===== src/rtl/clk_rst_seq_pkg.sv =====
// Shared definitions for the clock-tree reset sequencer.
// Holds the state encoding, which is also what state_o reports, and a small
// helper for sizing the shared cycle counter.
package clk_rst_seq_pkg;

    localparam int unsigned STATE_W = 3;

    typedef enum logic [STATE_W-1:0] {
        ST_RESET    = 3'd0,
        ST_WAIT_DCM = 3'd1,
        ST_WAIT_PLL = 3'd2,
        ST_STABLE   = 3'd3,
        ST_RELEASE  = 3'd4,
        ST_RUN      = 3'd5,
        ST_FAULT    = 3'd6
    } state_e;

    function automatic int unsigned max2(input int unsigned a, input int unsigned b);
        return (a > b) ? a : b;
    endfunction

endpackage


===== src/rtl/clk_rst_seq_lock_sync.sv =====
// lock_sync: two-flop synchronizer for asynchronous lock flags.
// Ports:
//   clk  - destination clock
//   rst  - asynchronous active-high reset, clears both stages to 0
//   d_i  - asynchronous input flags (WIDTH bits)
//   q_o  - synchronized flags, two clk cycles of latency
module lock_sync #(
    parameter int unsigned WIDTH = 1
) (
    input  logic             clk,
    input  logic             rst,
    input  logic [WIDTH-1:0] d_i,
    output logic [WIDTH-1:0] q_o
);

    logic [WIDTH-1:0] meta_q;
    logic [WIDTH-1:0] sync_q;

    always_ff @(posedge clk or posedge rst) begin
        if (rst) begin
            meta_q <= '0;
            sync_q <= '0;
        end else begin
            meta_q <= d_i;
            sync_q <= meta_q;
        end
    end

    assign q_o = sync_q;

endmodule


===== src/rtl/clk_rst_seq.sv =====
// clk_rst_seq: lock supervisor and reset sequencer for the clock tree.
// Holds DCM/PLL in reset, waits for their locks, requires a stable-lock
// window, then releases domain resets one at a time. Lock loss retries the
// bring-up; too many consecutive failures latch FAULT until restart_i.
// Ports:
//   sys_clk_i     - free-running board clock (only clock)
//   sys_rst_i     - asynchronous active-high reset
//   dcm_locked_i  - DCM lock flags (async)
//   pll_locked_i  - PLL lock flag (async)
//   restart_i     - one-cycle synchronous restart request
//   dcm_rst_o     - reset to both DCMs
//   pll_rst_o     - reset to PLL
//   domain_rst_o  - per-domain resets, bit 0 released first
//   ready_o       - all domains released, state RUN
//   fault_o       - retry budget exhausted
//   retry_cnt_o   - consecutive failed bring-ups
//   state_o       - current state code
module clk_rst_seq
    import clk_rst_seq_pkg::*;
#(
    parameter int unsigned RST_CYCLES    = 16,
    parameter int unsigned LOCK_TIMEOUT  = 65535,
    parameter int unsigned STABLE_CYCLES = 1024,
    parameter int unsigned RELEASE_GAP   = 8,
    parameter int unsigned NUM_DOMAINS   = 4,
    parameter int unsigned MAX_RETRIES   = 7
) (
    input  logic                   sys_clk_i,
    input  logic                   sys_rst_i,
    input  logic [1:0]             dcm_locked_i,
    input  logic                   pll_locked_i,
    input  logic                   restart_i,
    output logic                   dcm_rst_o,
    output logic                   pll_rst_o,
    output logic [NUM_DOMAINS-1:0] domain_rst_o,
    output logic                   ready_o,
    output logic                   fault_o,
    output logic [3:0]             retry_cnt_o,
    output logic [STATE_W-1:0]     state_o
);

    localparam int unsigned CNT_MAX = max2(max2(RST_CYCLES, LOCK_TIMEOUT),
                                           max2(STABLE_CYCLES, NUM_DOMAINS * RELEASE_GAP));
    localparam int unsigned CNT_W   = $clog2(CNT_MAX + 1);

    localparam logic [CNT_W-1:0] RST_LAST    = CNT_W'(RST_CYCLES - 1);
    localparam logic [CNT_W-1:0] TIMEOUT     = CNT_W'(LOCK_TIMEOUT);
    localparam logic [CNT_W-1:0] STABLE_LAST = CNT_W'(STABLE_CYCLES - 1);
    localparam logic [CNT_W-1:0] REL_LAST    = CNT_W'((NUM_DOMAINS - 1) * RELEASE_GAP);
    localparam logic [3:0]       RETRY_MAX   = 4'(MAX_RETRIES);

    logic [1:0] dcm_locked_s;
    logic       pll_locked_s;
    logic       all_dcm;
    logic       all_locked;
    logic       fail;

    state_e                 state_q, state_d;
    logic [CNT_W-1:0]       cnt_q, cnt_d;
    logic [3:0]             retry_q, retry_d;
    logic                   dcm_rst_q, dcm_rst_d;
    logic                   pll_rst_q, pll_rst_d;
    logic [NUM_DOMAINS-1:0] domain_rst_q, domain_rst_d;
    logic                   ready_q, ready_d;
    logic                   fault_q, fault_d;

    lock_sync #(.WIDTH(2)) u_dcm_sync (
        .clk (sys_clk_i),
        .rst (sys_rst_i),
        .d_i (dcm_locked_i),
        .q_o (dcm_locked_s)
    );

    lock_sync #(.WIDTH(1)) u_pll_sync (
        .clk (sys_clk_i),
        .rst (sys_rst_i),
        .d_i (pll_locked_i),
        .q_o (pll_locked_s)
    );

    assign all_dcm    = &dcm_locked_s;
    assign all_locked = all_dcm & pll_locked_s;

    always_comb begin
        state_d = state_q;
        retry_d = retry_q;
        fail    = 1'b0;

        case (state_q)
            ST_RESET: begin
                if (cnt_q == RST_LAST) state_d = ST_WAIT_DCM;
            end
            ST_WAIT_DCM: begin
                if (all_dcm)               state_d = ST_WAIT_PLL;
                else if (cnt_q == TIMEOUT) fail    = 1'b1;
            end
            ST_WAIT_PLL: begin
                if (!all_dcm)              fail    = 1'b1;
                else if (pll_locked_s)     state_d = ST_STABLE;
                else if (cnt_q == TIMEOUT) fail    = 1'b1;
            end
            ST_STABLE: begin
                if (!all_locked)               fail    = 1'b1;
                else if (cnt_q == STABLE_LAST) state_d = ST_RELEASE;
            end
            ST_RELEASE: begin
                if (!all_locked)            fail    = 1'b1;
                else if (cnt_q == REL_LAST) state_d = ST_RUN;
            end
            ST_RUN: begin
                if (!all_locked) fail = 1'b1;
            end
            ST_FAULT: begin
                state_d = ST_FAULT;
            end
            default: state_d = ST_RESET;
        endcase

        if (fail) begin
            if (retry_q == RETRY_MAX) begin
                state_d = ST_FAULT;
            end else begin
                retry_d = retry_q + 4'd1;
                state_d = ST_RESET;
            end
        end

        if ((state_d == ST_RUN) && (state_q != ST_RUN)) retry_d = '0;

        // Restart overrides any same-cycle fail, so the retry bump above is discarded.
        if (restart_i) begin
            state_d = ST_RESET;
            retry_d = '0;
        end

        // restart_i from RESET is still a fresh start, so it clears the counter too.
        if ((state_d != state_q) || restart_i) cnt_d = '0;
        else                                   cnt_d = cnt_q + CNT_W'(1);

        // Outputs are decoded from the next state so they switch on the same
        // edge as the state register.
        dcm_rst_d = (state_d == ST_RESET) || (state_d == ST_FAULT);
        pll_rst_d = dcm_rst_d || (state_d == ST_WAIT_DCM);
        ready_d   = (state_d == ST_RUN);
        fault_d   = (state_d == ST_FAULT);

        domain_rst_d = '1;
        if (state_d == ST_RELEASE) begin
            domain_rst_d = domain_rst_q;
            for (int unsigned k = 0; k < NUM_DOMAINS; k++) begin
                if (cnt_d == CNT_W'(k * RELEASE_GAP)) domain_rst_d[k] = 1'b0;
            end
        end else if (state_d == ST_RUN) begin
            domain_rst_d = '0;
        end
    end

    always_ff @(posedge sys_clk_i or posedge sys_rst_i) begin
        if (sys_rst_i) begin
            state_q      <= ST_RESET;
            cnt_q        <= '0;
            retry_q      <= '0;
            dcm_rst_q    <= 1'b1;
            pll_rst_q    <= 1'b1;
            domain_rst_q <= '1;
            ready_q      <= 1'b0;
            fault_q      <= 1'b0;
        end else begin
            state_q      <= state_d;
            cnt_q        <= cnt_d;
            retry_q      <= retry_d;
            dcm_rst_q    <= dcm_rst_d;
            pll_rst_q    <= pll_rst_d;
            domain_rst_q <= domain_rst_d;
            ready_q      <= ready_d;
            fault_q      <= fault_d;
        end
    end

    assign dcm_rst_o    = dcm_rst_q;
    assign pll_rst_o    = pll_rst_q;
    assign domain_rst_o = domain_rst_q;
    assign ready_o      = ready_q;
    assign fault_o      = fault_q;
    assign retry_cnt_o  = retry_q;
    assign state_o      = state_q;

endmodule


===== config.mk =====
export PLATFORM = sky130hd
export DESIGN_NAME = clk_rst_seq
export DESIGN_NICKNAME = d
export VERILOG_FILES = /design/src/rtl/clk_rst_seq_pkg.sv /design/src/rtl/clk_rst_seq_lock_sync.sv /design/src/rtl/clk_rst_seq.sv
export SDC_FILE = /design/constraint.sdc
export NUM_CORES = 1
export LEC_CHECK = 0
export CAP_MARGIN = 10
export CORE_MARGIN = 3
export CORE_UTILIZATION = 60
export DETAILED_ROUTE_END_ITERATION = 8
export GPL_ROUTABILITY_DRIVEN = 0
export GPL_TIMING_DRIVEN = 0
export PLACE_DENSITY = 0.83
export SLEW_MARGIN = 20
export SYNTH_ARGS = -nofsm -noshare
export SYNTH_HDL_FRONTEND = slang
export SYNTH_SLANG_ARGS = --single-unit

===== constraint.sdc =====
create_clock -name sys_clk_i -period 4.2 [get_ports sys_clk_i]
set_clock_uncertainty 0.15 [all_clocks]
set_input_delay 1.05 -clock sys_clk_i [delete_from_list [all_inputs] [get_ports sys_clk_i]]
set_output_delay 1.05 -clock sys_clk_i [all_outputs]
set_load 0.005 [all_outputs]

==> impl_results.md, run 1 <==
* Run status: finished clean
* Num rows at 21
* Peak VDD IR at 0.2274 mV
* Routed vias/inst at approximately 5.7
* YS warnings at 0
* Critical Path RT at about 4300 ps
* Area of the mapped netlist at 2178 um2
* Final std cells w/o fill at 298
* Drt initial violations at 95
* Switch Pwr at between 0.3 and 0.4 mW
* Mux contribution to synthesized area at 0.01436
* Most common cell after layout, fill and taps aside: nor2_1
* Crit path launch: restart_i
* Share of the synthesized area in the top cell type at 0.3561
* Final Routed Wirelength at 4.112 mm
* Ranking of synthesized cells by area: dfrtp_1, dfstp_2, nor2_1
* Slew Viols, Final at 0
* Worst skew pair latency at 350 ps
* Share of cells above drive strength 1 at 0.1746
* TritonCTS clock tree: done
* Final setup viols at 0
* Fin crit share at 0.6452
* Library cells used by synthesis at 56
* Critical Path AT at 2840 ps
* Global-route wire length before repair at 7.231 mm
* EDFF count, synth at 0
* First-pass DRT Iterations at 4
* Clock power frac at 0.203
* Worst-margin pin slew at around 720 ps
* # IOs at 21
* Hold Buf Count CTS at 0
* Total die area at 4390 um2
* DR DRC count at 0
* Setup TNS at 0 ps
* Slew HR at 0.5177
* Most frequent cells in the layout: nor2_1, dfrtp_1, clkdlybuf4s50_1
* Grt ovf at 0
* Critical path launch point type: primary input
* Sequential element share of the synthesized area at 0.4285
* Hold_ws at 211.3 ps
* R2r startpoint: cnt_q[0]
* Power Dens Cells at 356.8 nW/um2
* Clock-pin transition on the worst setup and hold timing paths at 110 ps
* RSZ-0062 raised after global routing: no
* Compound-cell area share of the yosys netlist at 0.1160
* FMAX at roughly 370 MHz
* Min-delay src: u_dcm_sync.meta_q[0]
* Final min period at about 2700 ps
* R2r worst-path depth at 9
* Async SR Flop Fraction at 1.000
* Die Span X at between 60 and 70 um
* Internal power at 0.5830 mW
* Cts repair resizes at 0
* Leakage power at between 1 and 1.5 nW
* Height of the die at 66.26 um
* Hold Fails Final Rpt at 0
* Nets at 260
* Category of the critical setup timing path: in -> reg
* Initial Util at 0.6377
* Vias at 1712
* Syn avg cell area at roughly 9.7 um2
* Root buffer cell: clkbuf_4
* Comb pwr share at 0.316
* Hpwl dp at 3.062 mm
* Main combinational cell family by area after synthesis: simple AND/OR/NAND/NOR gates
* Sequential share of power at 0.481
* Hold Crit Class: reg -> reg
* Drt wl/cell at 13.80 um
* CTS Buf Count at 5
* IO buf count at 20
* Post-CTS Setup Inserts at 0
* Ys flop type: dfrtp_1
* Number of max-cap violations at 0
* Area share of xor/xnor cells in the synthesized design at 0.07237
* CP endpoint kind: flop
* # diodes at 0
* Post-synth top area cell: dfrtp_1
* H-Tree Depth at 2
* Vias in the first global route at between 1500 and 2000
* Post-Synth Simple-Gate Area at 0.2929
* Post-synthesis adder-cell area fraction at 0.01723
* Global-route usage over all layers at 0.2182
* Crit-path max FO at 10
* Num Clock Sinks at 37
* DP Cell Count at 290
* Hold Path Cell Cnt at 0
* Post-synth net total at 233
* Antenna viol nets, final at 0
* Initial antenna violation count at 0
* Area growth syn-to-layout at 14.36%
* Switching Share at 0.3441
* Number of synthesized register bits at 37
* Clock tree buffer depth at 2
* Largest net degree at the start of global routing at 38
* Cells after Synth at 224
* Core area at 3416 um2
==> power by group through the flow <==
stage	Clock [mW]	Sequential, mW	Combinational (mW)
floorplan	0	0.427	0.202
global placement	0	0.433	0.278
detailed placement	0	0.434	0.281
CTS	0.187	0.428	0.282
global route	0.204	0.436	0.318
finish	0.180	0.428	0.281
==> routing by layer <==
metal,global-route usage,share of wire,vias up
li1,-,-,859
met1,0.3203,0.49,808
met2,0.3123,0.44,38
met3,0.04082,0.047,7
met4,0.09137,0.020,0
met5,0,0,-
==> worst paths after layout <==
kind	to	slack, ps
worst max register to register	domain_rst_o[3]	1490
min in group asynchronous	cnt_q[8]	980
worst max-delay path	cnt_q[14]	1490
max in group asynchronous	state_o[2]	2460
worst min-delay path	u_dcm_sync.q_o[0]	210
worst min register to register	u_dcm_sync.q_o[0]	210
==> cell type report <==
| class | instances | area (um2) |
|---|---|---|
| Multi-Input combinational cell | 166 | 1117 |
| Clock inverter | 3 | 17.52 |
| Sequential cell | 37 | 933.4 |
| Buffer | 14 | 101.3 |
| Clock buffer | 5 | 37.54 |
| Timing Repair Buffer | 20 | 200.2 |
| Tap cell | 46 | 57.56 |
| Inverter | 7 | 26.28 |
| Fill cell | 265 | 924.6 |
==> through the flow <==
step             util  power, mW  area, um2  setup WS, ps
2_1_floorplan       -     0.6284       2178          1780
3_3_place_gp   0.7132     0.7108       2436          1125
3_5_place_dp   0.7132     0.7153       2436          1116
4_1_cts        0.7293     0.8969       2491          1472
5_1_grt        0.7293     0.9586       2491          1195
6_report       0.7293     0.8888       2491          1490
==> cells by family after synthesis <==
family / count (synthesis)
flip-flops: 37
multiplexers: 3
XOR/XNOR: 18
AO/OA/AOI/OAI: 34
buffers and inverters: 21
adder cells (fa/ha/maj): 3
AND/OR/NAND/NOR: 108
==> critical path, stage by stage <==
cell and delay, ps:
clkdlybuf4s50_1 530, or2_2 380, a2bb2oi_1 180, o32ai_4 170, nand3_2 220, buf_6 210
nor2_1 100
==> synthesized netlist by cell type, types with 2 or more instances <==
master and instances:
a211oi_1 2, a21oi_1 11, a31oi_1 4, a41o_1 2
and2_1 3, and3_1 5, and3_2 3, buf_2 2
buf_4 2, buf_6 5, clkbuf_1 4, dfrtp_1 31
dfstp_2 6, ha_1 3, inv_1 7, mux2i_1 2
nand2_1 7, nand3_1 16, nand3_2 2, nand3b_1 2
nand4_1 3, nand4b_1 2, nor2_1 33, nor2b_1 3
nor3_1 7, nor4_1 5, nor4_4 2, o21ai_0 3
or2_2 2, or3_1 2, or4_1 2, xnor2_1 10
xor2_1 8
==> registers in the layout, indices dropped and copies added, names as in the netlist <==
signal and cells:
cnt_q 16, dcm_rst_o 1, domain_rst_o 4, fault_o 1
pll_rst_o 1, ready_o 1, retry_cnt_o 4, state_o 3
u_dcm_sync.meta_q 2, u_dcm_sync.q_o 2, u_pll_sync.meta_q 1, u_pll_sync.q_o 1
Note: power is estimated with default switching activity, not from simulation.
==> run 2, diff against run 1 <==
Settings changed: CORE_UTILIZATION 60 to 51, PLACE_DENSITY 0.83 to 0.75.
Clock period 4.2 ns to 2.3 ns, I/O delays scaled along.
==> impl_results.md, run 2 (same netlist as run 1, synthesis figures left out) <==
* Final Routed Wirelength at 5.806 mm
* Number of max-cap violations at 0
* Drt initial violations at 139
* FF+latch area at about 940 um2
* Global-route usage over all layers at 0.2259
* Comb pwr share at 0.394
* Vias at slightly below 2000
* TritonCTS clock tree: done
* Peak VDD IR at 0.4509 mV
* # diodes at 0
* Setup TNS at -426.7 ps
* Final std cells w/o fill at 325
* Category of the critical setup timing path: reg -> reg
* Num Clock Sinks at 37
* Critical path launch point type: flop
* Core area at 4058 um2
* Worst skew pair latency at around 300 ps
* R2R Setup Slk at -130 ps
* Leakage power at 1.236 nW
* Hpwl dp at 3.362 mm
* Worst setup margin at -126.1 ps
* Final min period at 2426 ps
* Post-Layout Inst Area at 3060 um2
* Largest net degree at the start of global routing at 38
* Hold Buf Count CTS at 0
* Initial antenna violation count at 0
* Placed Area at 2465 um2
* Area of the multi-input gates at roughly 1400 um2
* Clock power frac at 0.253
* Clock tree buffer depth at 2
* Global-route wire length before repair at 8.983 mm
* Num rows at 23
* Slew Viols, Final at 0
* Root buffer cell: clkbuf_8
* Switching Share at 0.3477
* RSZ-0062 raised after global routing: yes
* Internal power at 1.462 mW
* CP endpoint kind: flop
* Most frequent cells in the layout: buf_4, dfrtp_1, clkdlybuf4s50_1
* # IOs at 21
* Post-Place Setup Slack at -366.5 ps
* Switch Pwr at 0.7793 mW
* Run status: complete, but fails checks
* Height of the die at 71.36 um
* Die Span X at 71.36 um
* Nets at 283
* Clock-pin transition on the worst setup and hold timing paths at roughly 80 ps
* Critical Path AT at approximately 2500 ps
* Biggest register: cnt_q
* Antenna viol nets, final at 0
* Final setup viols at 8
* DP Cell Count at 294
* Hold Fails Final Rpt at 0
* Power Total at 2.242 mW
* Share of cells above drive strength 1 at 0.4364
* Vias in the first global route at between 1500 and 2000
* Grt ovf at 0
* Failing checks: setup timing
* First-pass DRT Iterations at 4
* Power Dens Cells at 732.4 nW/um2
* Critical Path RT at approximately 2400 ps
* Fin crit share at 1.055
* Max reg flops at 16
* Slew HR at 0.4955
* Sequential share of power at 0.353
* Post-layout util at 0.7542
* Area growth syn-to-layout at 40.49%
* DR DRC count at 0
* FMAX at about 410 MHz
* Hold_ws at approximately 210 ps
* Total die area at 5092 um2
* Initial Util at 0.5368
* Crit-path max FO at 6
* Hold Crit Class: reg -> reg
* Routed vias/inst at 6.114
* Drt wl/cell at about 18 um
* H-Tree Depth at 2
* IO buf count at 20
* # fillers at 248
* Worst-margin pin slew at 755.6 ps
* CTS Buf Count at 5
## run 2: layout make-up
cell class	count	share of cell area
multi-input cells	166	0.4554
flip-flops and latches	37	0.3074
repair buffers	47	0.1406
plain buffers	10	0.02984
clock buffers	5	0.02249
well taps	50	0.02044
clock inverters	3	0.01513
inverters	7	0.008585
## run 2: routing by layer
layer	track usage	part of all wire	vias up
li1	-	-	898
met1	0.3038	0.42	1019
met2	0.3612	0.52	59
met3	0.04628	0.042	11
met4	0.08351	0.017	0
met5	0	0	-
## run 2: worst max-delay path: stages (launching register included)
cell and delay, ps:
dfrtp_2 460, and4_4 190, and2_4 150, or4_1 410, a311o_1 380, nor3_2 240
nand3_1 130, a41o_1 250
## run 2: power by group through the flow
stage                     Sequential (mW)  Clock [mW]  Combinational [mW]
final                               0.792       0.568               0.882
after floorplan                     0.789           0               0.376
after detailed placement            0.803           0               0.532
after global placement              0.802           0               0.518
after global routing                0.802       0.605               0.946
after CTS                           0.791       0.575               0.667
## run 2: what timing repair did
item | 4_1_cts | 5_1_grt
setup endpoints to repair | 23 | 25
setup buffers | 19 | 7
pin swaps | 17 | 19
endpoints found under the hold margin | 0 | 0
gates cloned | 1 | 0
resized for setup | 31 | 48
## run 2: worst paths after layout
| kind | startpoint | end | cells after the start |
|---|---|---|---|
| hold / removal | u_dcm_sync.meta_q[1] | u_dcm_sync.q_o[1] | 0 |
| min in group asynchronous | sys_rst_i | ready_o | 2 |
| setup reg to reg | cnt_q[0] | domain_rst_o[0] | 7 |
| setup / recovery | cnt_q[0] | domain_rst_o[0] | 7 |
| max in group asynchronous | sys_rst_i | cnt_q[9] | 2 |
| hold reg to reg | u_dcm_sync.meta_q[1] | u_dcm_sync.q_o[1] | 0 |
